`src/rtl/fetch_ctrl_pkg.sv`:
```
// Shared types, widths and target tables for the fetch stage.
package fetch_pkg;

  localparam int PC_W    = 10;
  localparam int INSTR_W = 9;
  localparam int IDX_W   = 5;
  localparam int BR_W    = 8;
  localparam int LUT_N   = 32;

  localparam logic [INSTR_W-1:0] HALT_OP  = 9'h1FF;
  localparam logic [PC_W-1:0]    START_PC = 10'd0;

  typedef enum logic [1:0] {
    IDLE = 2'd0,
    RUN  = 2'd1,
    HALT = 2'd2
  } fetch_state_t;

  localparam logic [PC_W-1:0] JUMP_LUT [LUT_N] = '{
    10'd8,   10'd72,  10'd136, 10'd200, 10'd264, 10'd328, 10'd392, 10'd456,
    10'd520, 10'd584, 10'd648, 10'd712, 10'd776, 10'd840, 10'd904, 10'd968,
    10'd40,  10'd104, 10'd168, 10'd232, 10'd296, 10'd360, 10'd424, 10'd488,
    10'd552, 10'd616, 10'd680, 10'd744, 10'd808, 10'd872, 10'd936, 10'd1000
  };

  // Branch offsets are signed and narrower than the PC; sign-extend before adding.
  localparam logic signed [BR_W-1:0] BR_LUT [LUT_N] = '{
    8'sd2,   -8'sd2,  8'sd5,   -8'sd4,  8'sd16,  -8'sd16, 8'sd100, -8'sd100,
    8'sd127, -8'sd128, 8'sd1,  -8'sd1,  8'sd3,   -8'sd3,  8'sd7,   -8'sd7,
    8'sd9,   -8'sd9,  8'sd11,  -8'sd11, 8'sd13,  -8'sd13, 8'sd20,  -8'sd20,
    8'sd30,  -8'sd30, 8'sd50,  -8'sd50, 8'sd64,  -8'sd64, 8'sd90,  -8'sd90
  };

  function automatic logic [PC_W-1:0] sext_offset(input logic signed [BR_W-1:0] off);
    return {{(PC_W-BR_W){off[BR_W-1]}}, off};
  endfunction

endpackage

```
`src/rtl/fetch_ctrl_if.sv`:
```
// Fetch-stage bus: ROM address/data, decoder requests and status outputs.
interface fetch_ctrl_if;
  import fetch_pkg::*;

  logic [INSTR_W-1:0] rom_data;
  logic               stall;
  logic               jump_en;
  logic               branch_en;
  logic [IDX_W-1:0]   lut_idx;
  logic [PC_W-1:0]    inst_addr;
  logic [INSTR_W-1:0] instruction;
  logic               instr_valid;
  logic               halt;
  logic [15:0]        retired_ct;

  modport master (
    input  rom_data, stall, jump_en, branch_en, lut_idx,
    output inst_addr, instruction, instr_valid, halt, retired_ct
  );

  modport slave (
    output rom_data, stall, jump_en, branch_en, lut_idx,
    input  inst_addr, instruction, instr_valid, halt, retired_ct
  );
endinterface

```
`src/rtl/fetch_ctrl_target_lut.sv`:
```
// Combinational lookup of jump target and branch offset for a decoded LUT index.
module target_lut
  import fetch_pkg::*;
(
  input  logic [IDX_W-1:0]        lut_idx,
  output logic [PC_W-1:0]         jump_target,
  output logic signed [BR_W-1:0]  branch_offset
);

  assign jump_target   = JUMP_LUT[lut_idx];
  assign branch_offset = BR_LUT[lut_idx];

endmodule

```
`src/rtl/fetch_ctrl.sv`:
```
// Fetch controller: run/halt FSM, program counter with next-PC mux, retire counter.
module fetch_ctrl
  import fetch_pkg::*;
(
  input  logic          CLK,
  input  logic          start,
  fetch_ctrl_if.master  bus
);

  fetch_state_t             state_r, state_s;
  logic [PC_W-1:0]          pc_r, pc_s;
  logic                     halt_r, halt_s;
  logic [15:0]              ct_r, ct_s;
  logic [PC_W-1:0]          jump_tgt_s;
  logic signed [BR_W-1:0]   br_off_s;
  logic                     halt_op_s;

  target_lut u_target_lut (
    .lut_idx       (bus.lut_idx),
    .jump_target   (jump_tgt_s),
    .branch_offset (br_off_s)
  );

  assign halt_op_s = (bus.rom_data == HALT_OP);

  // Next-state, next-PC and counter update; only an unstalled cycle in RUN retires.
  always_comb begin
    state_s = state_r;
    pc_s    = pc_r;
    halt_s  = halt_r;
    ct_s    = ct_r;
    case (state_r)
      IDLE: begin
        state_s = RUN;
      end
      RUN: begin
        if (!bus.stall) begin
          ct_s = (ct_r == 16'hFFFF) ? ct_r : ct_r + 16'd1;
          if (halt_op_s) begin
            state_s = HALT;
            halt_s  = 1'b1;
          end else if (bus.jump_en) begin
            pc_s = jump_tgt_s;
          end else if (bus.branch_en) begin
            pc_s = pc_r + sext_offset(br_off_s);
          end else begin
            pc_s = pc_r + 10'd1;
          end
        end else begin
          state_s = RUN;
        end
      end
      HALT: begin
        state_s = HALT;
      end
      default: begin
        state_s = IDLE;
        halt_s  = 1'b0;
      end
    endcase
  end

  // State, PC, halt flag and counter registers with synchronous start reset.
  always_ff @(posedge CLK) begin
    if (start) begin
      state_r <= IDLE;
      pc_r    <= START_PC;
      halt_r  <= 1'b0;
      ct_r    <= 16'd0;
    end else begin
      state_r <= state_s;
      pc_r    <= pc_s;
      halt_r  <= halt_s;
      ct_r    <= ct_s;
    end
  end

  assign bus.inst_addr   = pc_r;
  assign bus.instr_valid = (state_r == RUN);
  assign bus.instruction = (state_r == RUN) ? bus.rom_data : {INSTR_W{1'b0}};
  assign bus.halt        = halt_r;
  assign bus.retired_ct  = ct_r;

endmodule

```
`src/flat_wrapper.sv`:
```
// flat-port wrapper written by rule: the top's interface ports become plain ports
module fetch_ctrl_flat import fetch_pkg::*;
  (CLK, start, bus_rom_data, bus_stall, bus_jump_en, bus_branch_en, bus_lut_idx, bus_inst_addr, bus_instruction, bus_instr_valid, bus_halt, bus_retired_ct);
  fetch_ctrl_if bus_i ();
  input  logic CLK;
  input  logic start;
  input wire logic [$bits(bus_i.rom_data)-1:0] bus_rom_data;
  input wire logic [$bits(bus_i.stall)-1:0] bus_stall;
  input wire logic [$bits(bus_i.jump_en)-1:0] bus_jump_en;
  input wire logic [$bits(bus_i.branch_en)-1:0] bus_branch_en;
  input wire logic [$bits(bus_i.lut_idx)-1:0] bus_lut_idx;
  output wire logic [$bits(bus_i.inst_addr)-1:0] bus_inst_addr;
  output wire logic [$bits(bus_i.instruction)-1:0] bus_instruction;
  output wire logic [$bits(bus_i.instr_valid)-1:0] bus_instr_valid;
  output wire logic [$bits(bus_i.halt)-1:0] bus_halt;
  output wire logic [$bits(bus_i.retired_ct)-1:0] bus_retired_ct;
  assign bus_i.rom_data = bus_rom_data;
  assign bus_i.stall = bus_stall;
  assign bus_i.jump_en = bus_jump_en;
  assign bus_i.branch_en = bus_branch_en;
  assign bus_i.lut_idx = bus_lut_idx;
  assign bus_inst_addr = bus_i.inst_addr;
  assign bus_instruction = bus_i.instruction;
  assign bus_instr_valid = bus_i.instr_valid;
  assign bus_halt = bus_i.halt;
  assign bus_retired_ct = bus_i.retired_ct;
  fetch_ctrl u_core (.CLK(CLK), .start(start), .bus(bus_i));
endmodule
```
`config.mk`:
```
export PLATFORM = sky130hd
export DESIGN_NAME = fetch_ctrl_flat
export DESIGN_NICKNAME = d
export VERILOG_FILES = /design/src/rtl/fetch_ctrl_pkg.sv /design/src/rtl/fetch_ctrl_if.sv /design/src/rtl/fetch_ctrl_target_lut.sv /design/src/rtl/fetch_ctrl.sv /design/src/flat_wrapper.sv
export SDC_FILE = /design/constraint.sdc
export NUM_CORES = 1
export LEC_CHECK = 0
export BUFFER_PORTS_ARGS = -buffer_cell sky130_fd_sc_hd__buf_2
export CAP_MARGIN = 20
export CORE_UTILIZATION = 54
export CTS_CLUSTER_DIAMETER = 150
export DETAILED_ROUTE_END_ITERATION = 8
export PLACE_DENSITY = 0.88
export REMOVE_ABC_BUFFERS = 1
export SYNTH_ARGS = -nofsm -noshare
export SYNTH_HDL_FRONTEND = slang
export SYNTH_SLANG_ARGS = --single-unit
export TNS_END_PERCENT = 20
```
`constraint.sdc`:
```
create_clock -name CLK -period 3.25 [get_ports CLK]
set_input_delay 0 -clock CLK [delete_from_list [all_inputs] [get_ports CLK]]
set_output_delay 0 -clock CLK [all_outputs]
set_load 0.05 [all_outputs]
```
# Word-level counts from Yosys, hierarchy flattened
# Memories as Yosys holds them, arrays and structs flattened.
# Cells that the tools add are included.
# totals
romBits,576
ff_bits,29
n_memories,2
word_cells,40
output_inout_bits,37
# op_classes
order_cmp,1
reduce_logical,5
bitwise_logic,5
n_eq_ne,7
n_mux,13
n_addsub,3
# mem_list
memory,words,width,rd,rd_clocked_by_memory_dff,wr,line_no,rtl
(no name shown),32,10,1,0,0,fetch_ctrl_target_lut.sv:10,assign jump_target = JUMP_LUT[lut_idx];
(no name shown),32,8,1,0,0,fetch_ctrl_target_lut.sv:11,assign branch_offset = BR_LUT[lut_idx];
# op_table
cell,count
10-bit two-way mux,4
16-bit by 1-bit adder with 16-bit output (second input constant),1
16-bit equality test (second input constant),1
8-bit two-way mux,2
10-bit by 1-bit adder with 10-bit output (second input constant),1
10-bit adder,1
9-bit equality test (second input constant),1
9-bit two-way mux,1
3-bit AND reduction,3
6-bit >= comparator (second input constant),1
5-bit NOT with 6-bit output,1
2-bit case mux with 3 select lines,1
2-bit two-way mux,2
1-bit NOT,4
3-bit by 2-bit inequality test with 1-bit output (second input constant),1
2-bit by 1-bit equality test with 1-bit output (second input constant),1
2-bit equality test (second input constant),1
2-bit zero test,1
1-bit two-way mux,2
2-bit by 1-bit inequality test with 1-bit output (second input constant),1
2-bit inequality test (second input constant),1
1-bit case mux with 2 select lines,1
2-bit OR reduction,1

# Longest topological paths before layout
# logic_depth
depth_word,7
depth_mapped,15

# By module
# From an unflattened synthesis, not the netlist that was laid out.
# unflattened
hier_cells,326
hier_area_um2,2563.7
# modules_own_cells
module,seq_area_each_um2,cells_per_inst,area_each_um2,n_inst
fetch_ctrl,580.6,240,1965.6,1
target_lut,0.0,86,598.1,1

# Worst setup path after synthesis
# OpenSTA, ideal clock, no wires.
# synth_path
path_type,input-to-reg
start,input bus_lut_idx[0]
end,register u_core.pc_r[9] (netlist: u_core.bus.inst_addr[9])
n_path_buf,2
arrival_ns,2.636
cell_stages,14
slack_ns,0.483
setup_ns,0.131
t_required_ns,3.119
cell_sequence,inv_1 > ha_1 > clkbuf_1 > a211oi_1 > a31o_2 > o21ai_0 > a21oi_1 > ha_1 > clkbuf_1 > a21o_1 > a21oi_1 > or4b_2 > mux2i_1 > o41ai_1
# synth_between
elab_chain_cells,7
word_cells_on_any_way,10
# synth_rtl
item,line_no,rtl
"start, declared",flat_wrapper.sv:11,input wire logic [$bits(bus_i.lut_idx)-1:0] bus_lut_idx;
5-bit NOT with 6-bit output (implied by the code) (*),"fetch_ctrl_target_lut.sv:10, fetch_ctrl_target_lut.sv:11",
memory read 32 x 8 bit,-,
8-bit two-way mux (implied by the code) (2 in a row),fetch_ctrl_target_lut.sv:11,
10-bit adder,fetch_ctrl.sv:45,pc_s = pc_r + sext_offset(br_off_s);
10-bit two-way mux,fetch_ctrl.sv:44,end else if (bus.branch_en) begin
10-bit two-way mux (*),fetch_ctrl.sv:42,end else if (bus.jump_en) begin
"end signal, assigned",fetch_ctrl.sv:72,pc_r <= pc_s;
"end, declared",fetch_ctrl.sv:11,"logic [PC_W-1:0] pc_r, pc_s;"
# Every way passes the cells marked *; elsewhere a longest branch is shown, timed or not. The select of a mux whose other input is x is not followed.
# A chain may end at the register's enable or synchronous reset.

# Final worst setup path
# layout_path
start,input bus_lut_idx[0]
end,register u_core.pc_r[7] (netlist: u_core.bus.inst_addr[7])
# The elaborated chain is that of the path after synthesis.

==> flow_summary.json <==
{
  "postSynthAreaPerCell_um2": 7.72,
  "postRouteWirelength_mm": 5.75,
  "total_vias_in_the_final_route": 2414,
  "antenna_violations_before_repair": 0,
  "seq_area_um2": 581,
  "clock_path_buffers": 2,
  "areaGrowthSynthToFinish_pct": 17.8,
  "finClkSkew_ns": 0.00661,
  "crit_path_max_fanout": 11,
  "clk_pin_slew_ns": 0.07,
  "fraction_of_registers_with_async_set_or_reset_after_synthesis": 0,
  "preCtsSetupSlack_ns": 0.284,
  "timing.critical_path.to_type": "flop",
  "worstSkewPairLatency_ns": 0.29,
  "post_layout_minimum_cycle_time_ns": 2.79,
  "cts_repair_resize_count": 0,
  "synth_flop_cell": "dfxtp_1",
  "core_area_um2": 4090,
  "slew_headroom": 0.519,
  "detail-route-antenna-nets": 0,
  "grt_max_degree": 30,
  "total_die_area_um2": 4580,
  "ctsHoldBuffers": 0,
  "cp_data_required_time_ns": 3.44,
  "die_height_um": 67.7,
  "grt_setup_unrepaired": "false",
  "report.final.slew_viol_count": 0,
  "initial_core_util": 0.570,
  "numPlacedInstances": 394,
  "global_route.usage.total": 0.266,
  "netlist_area_um2": 2330,
  "nets": 388,
  "setup_slack_ns": 0.463,
  "run_status": "complete, no violations",
  "grt_pass1_wl_mm": 9.20,
  "tritoncts": "built",
  "cts_buffers": 5,
  "final_min_period_over_clock_period": 0.857,
  "vdd.ir_drop.worst_mv": 0.284,
  "crit_path_start_kind": "primary input",
  "power.density_nw_per_um2": 379,
  "cts_htree_levels": 2,
  "synthesis_stage_register_bit_count": 29,
  "yosysSeqAreaShare": 0.249,
  "floorplan.die.width_um": 67.7,
  "crit_arrival_ns": 2.97,
  "core.rowCount": 23,
  "syn_inst": 302,
  "drt_iter0_drc": 156,
  "finalHoldViolCount": 0,
  "grt_pass1_vias": 2092,
  "drv.max_cap_violation_count": 0,
  "hp-class": "primary input to flop",
  "nFillCells": 356,
  "power.static_leakage_nw": 1.25,
  "setup_viol_count_final": 0,
  "root_buffer": "clkbuf_8",
  "post_cts.repair.setup_buffers": 0,
  "dr.pass1.iters": 4,
  "final_layout_size_suffix_gt1_frac": 0.216,
  "detailed_place_hpwl_mm": 4.10,
  "yosys_warnings": 0,
  "avg_wl_per_cell_um": 14.3,
  "port_buffers": 55,
  "detail_route.drc_violations": 0,
  "hold_slack_ns": 0.0592,
  "fmax_mhz": 359,
  "timing_worst_slew_pin_value_ns": 0.716,
  "cts_num_sinks": 29,
  "fin_setup_tns_ns": 0,
  "vias_per_cell": 6.00,
  "fin_util": 0.672,
  "multiInputGateArea_um2": 1650,
  "worstSetupPathType": "primary input to flop",
  "synth_enable_flop_cells": 0,
  "routabilityCongestion": 0.925,
  "synth_cell_type_count": 52,
  "antenna_cells_inserted": 0,
  "globalRoute.totalOverflow": 0,
  "io_pins": 56,
  "final_cells": 402
}
==> metrics by stage <==
stage	cell area, µm²	power [mW]
final	2750	1.04
after global routing	2750	1.08
after CTS	2750	1.04
after detailed placement	2630	0.642
after global placement	2630	0.638
after floorplan	2270	0.567
==> sequential cells by signal, indices dropped and copies added, names as in the netlist <==
signal                 cells
u_core.bus.halt            1
u_core.bus.inst_addr      10
u_core.bus.retired_ct     16
u_core.state_r             2
==> placed cells by master (no fill, tap or decap), types with 2 or more instances in the layout <==
master	count
o21ai_0	19
nand3_1	11
a21oi_1	28
nand2b_1	2
nand4_1	5
nor2b_1	7
o211ai_1	2
a21o_1	2
xnor2_1	11
or4_1	2
dfxtp_1	29
and2_1	14
a211oi_1	7
mux2i_1	7
ha_1	17
nor4_1	2
or3_1	4
buf_4	2
a21boi_0	2
xor2_1	4
inv_1	11
a31oi_1	5
nor3b_1	5
nor3_1	13
nor2_1	32
buf_2	55
nand2_1	17
clkbuf_8	6
mux2_2	4
o41ai_1	3
==> report_power, final <==
part / internal (mW) / switching [mW] / total (mW)
Sequential: 0.364 / 0.00887 / 0.373
Combinational: 0.0933 / 0.173 / 0.266
Clock: 0.249 / 0.151 / 0.401
Total: 0.707 / 0.333 / 1.04
==> kinds of logic (layout without fill, tap and decap cells) <==
logic type               Yosys count  after routing  synth area share
AO/OA/AOI/OAI                     80             80             0.213
XOR/XNOR                          15             15            0.0564
adder cells (fa/ha/maj)           18             18            0.0998
buffers and inverters             27             77            0.0440
flip-flops                        29             29             0.249
multiplexers                      12             12            0.0590
AND/OR/NAND/NOR                  121            121             0.279
==> cells in the mapped netlist (3+ instances only) <==
cell      count  area (µm²)
nor2_1       32         120
mux2_2        4        45.0
nand4_1       5        31.3
nand2_1      17        63.8
a211oi_1      7        52.6
or3_1         4        25.0
nor2b_1       7        43.8
nor3b_1       5        37.5
dfxtp_1      29         581
clkbuf_1     11        41.3
a31oi_1       5        31.3
and2_1       14        87.6
mux2i_1       7        70.1
inv_1        11        41.3
ha_1         17         213
xor2_1        4        35.0
a21oi_1      28         140
nor3_1       13        65.1
o21ai_0      19        95.1
nand3_1      11        55.1
o41ai_1       3        26.3
buf_1         3        11.3
xnor2_1      11        96.3
==> critical path, cell delays in order <==
cell	delay, ns
buf_2	0.19
inv_1	0.14
ha_1	0.43
nor2b_1	0.17
a32o_1	0.23
or3_1	0.34
a21oi_1	0.17
ha_1	0.30
o21a_1	0.14
a21oi_1	0.24
o21ai_0	0.19
xnor2_1	0.17
o41ai_1	0.24
==> final timing paths <==
kind,from,cells past startpoint,end,slack [ns]
setup / recovery,bus_lut_idx[0],13,u_core.bus.inst_addr[7],0.46
hold / removal,bus_stall,3,u_core.bus.retired_ct[7],0.06
setup reg to reg,u_core.state_r[1],5,u_core.bus.retired_ct[14],1.19
hold reg to reg,u_core.state_r[0],1,u_core.bus.halt,0.49
==> per-layer routing <==
layer  track usage  up-vias  part of all wire
met5             0        -                 0
met4         0.106        0             0.015
met3        0.0608       13             0.065
met2         0.437       91              0.48
met1         0.332     1117              0.44
li1              -     1193                 -
==> cell type report <==
class | instances | share of cell area
clock buffer | 6 | 0.0301
clock inverter | 2 | 0.0137
inverter | 12 | 0.0164
multi-input combinational | 246 | 0.600
sequential | 29 | 0.211
tap | 50 | 0.0228
timing repair buffer | 57 | 0.106
Power figures use the tool's default switching activity.
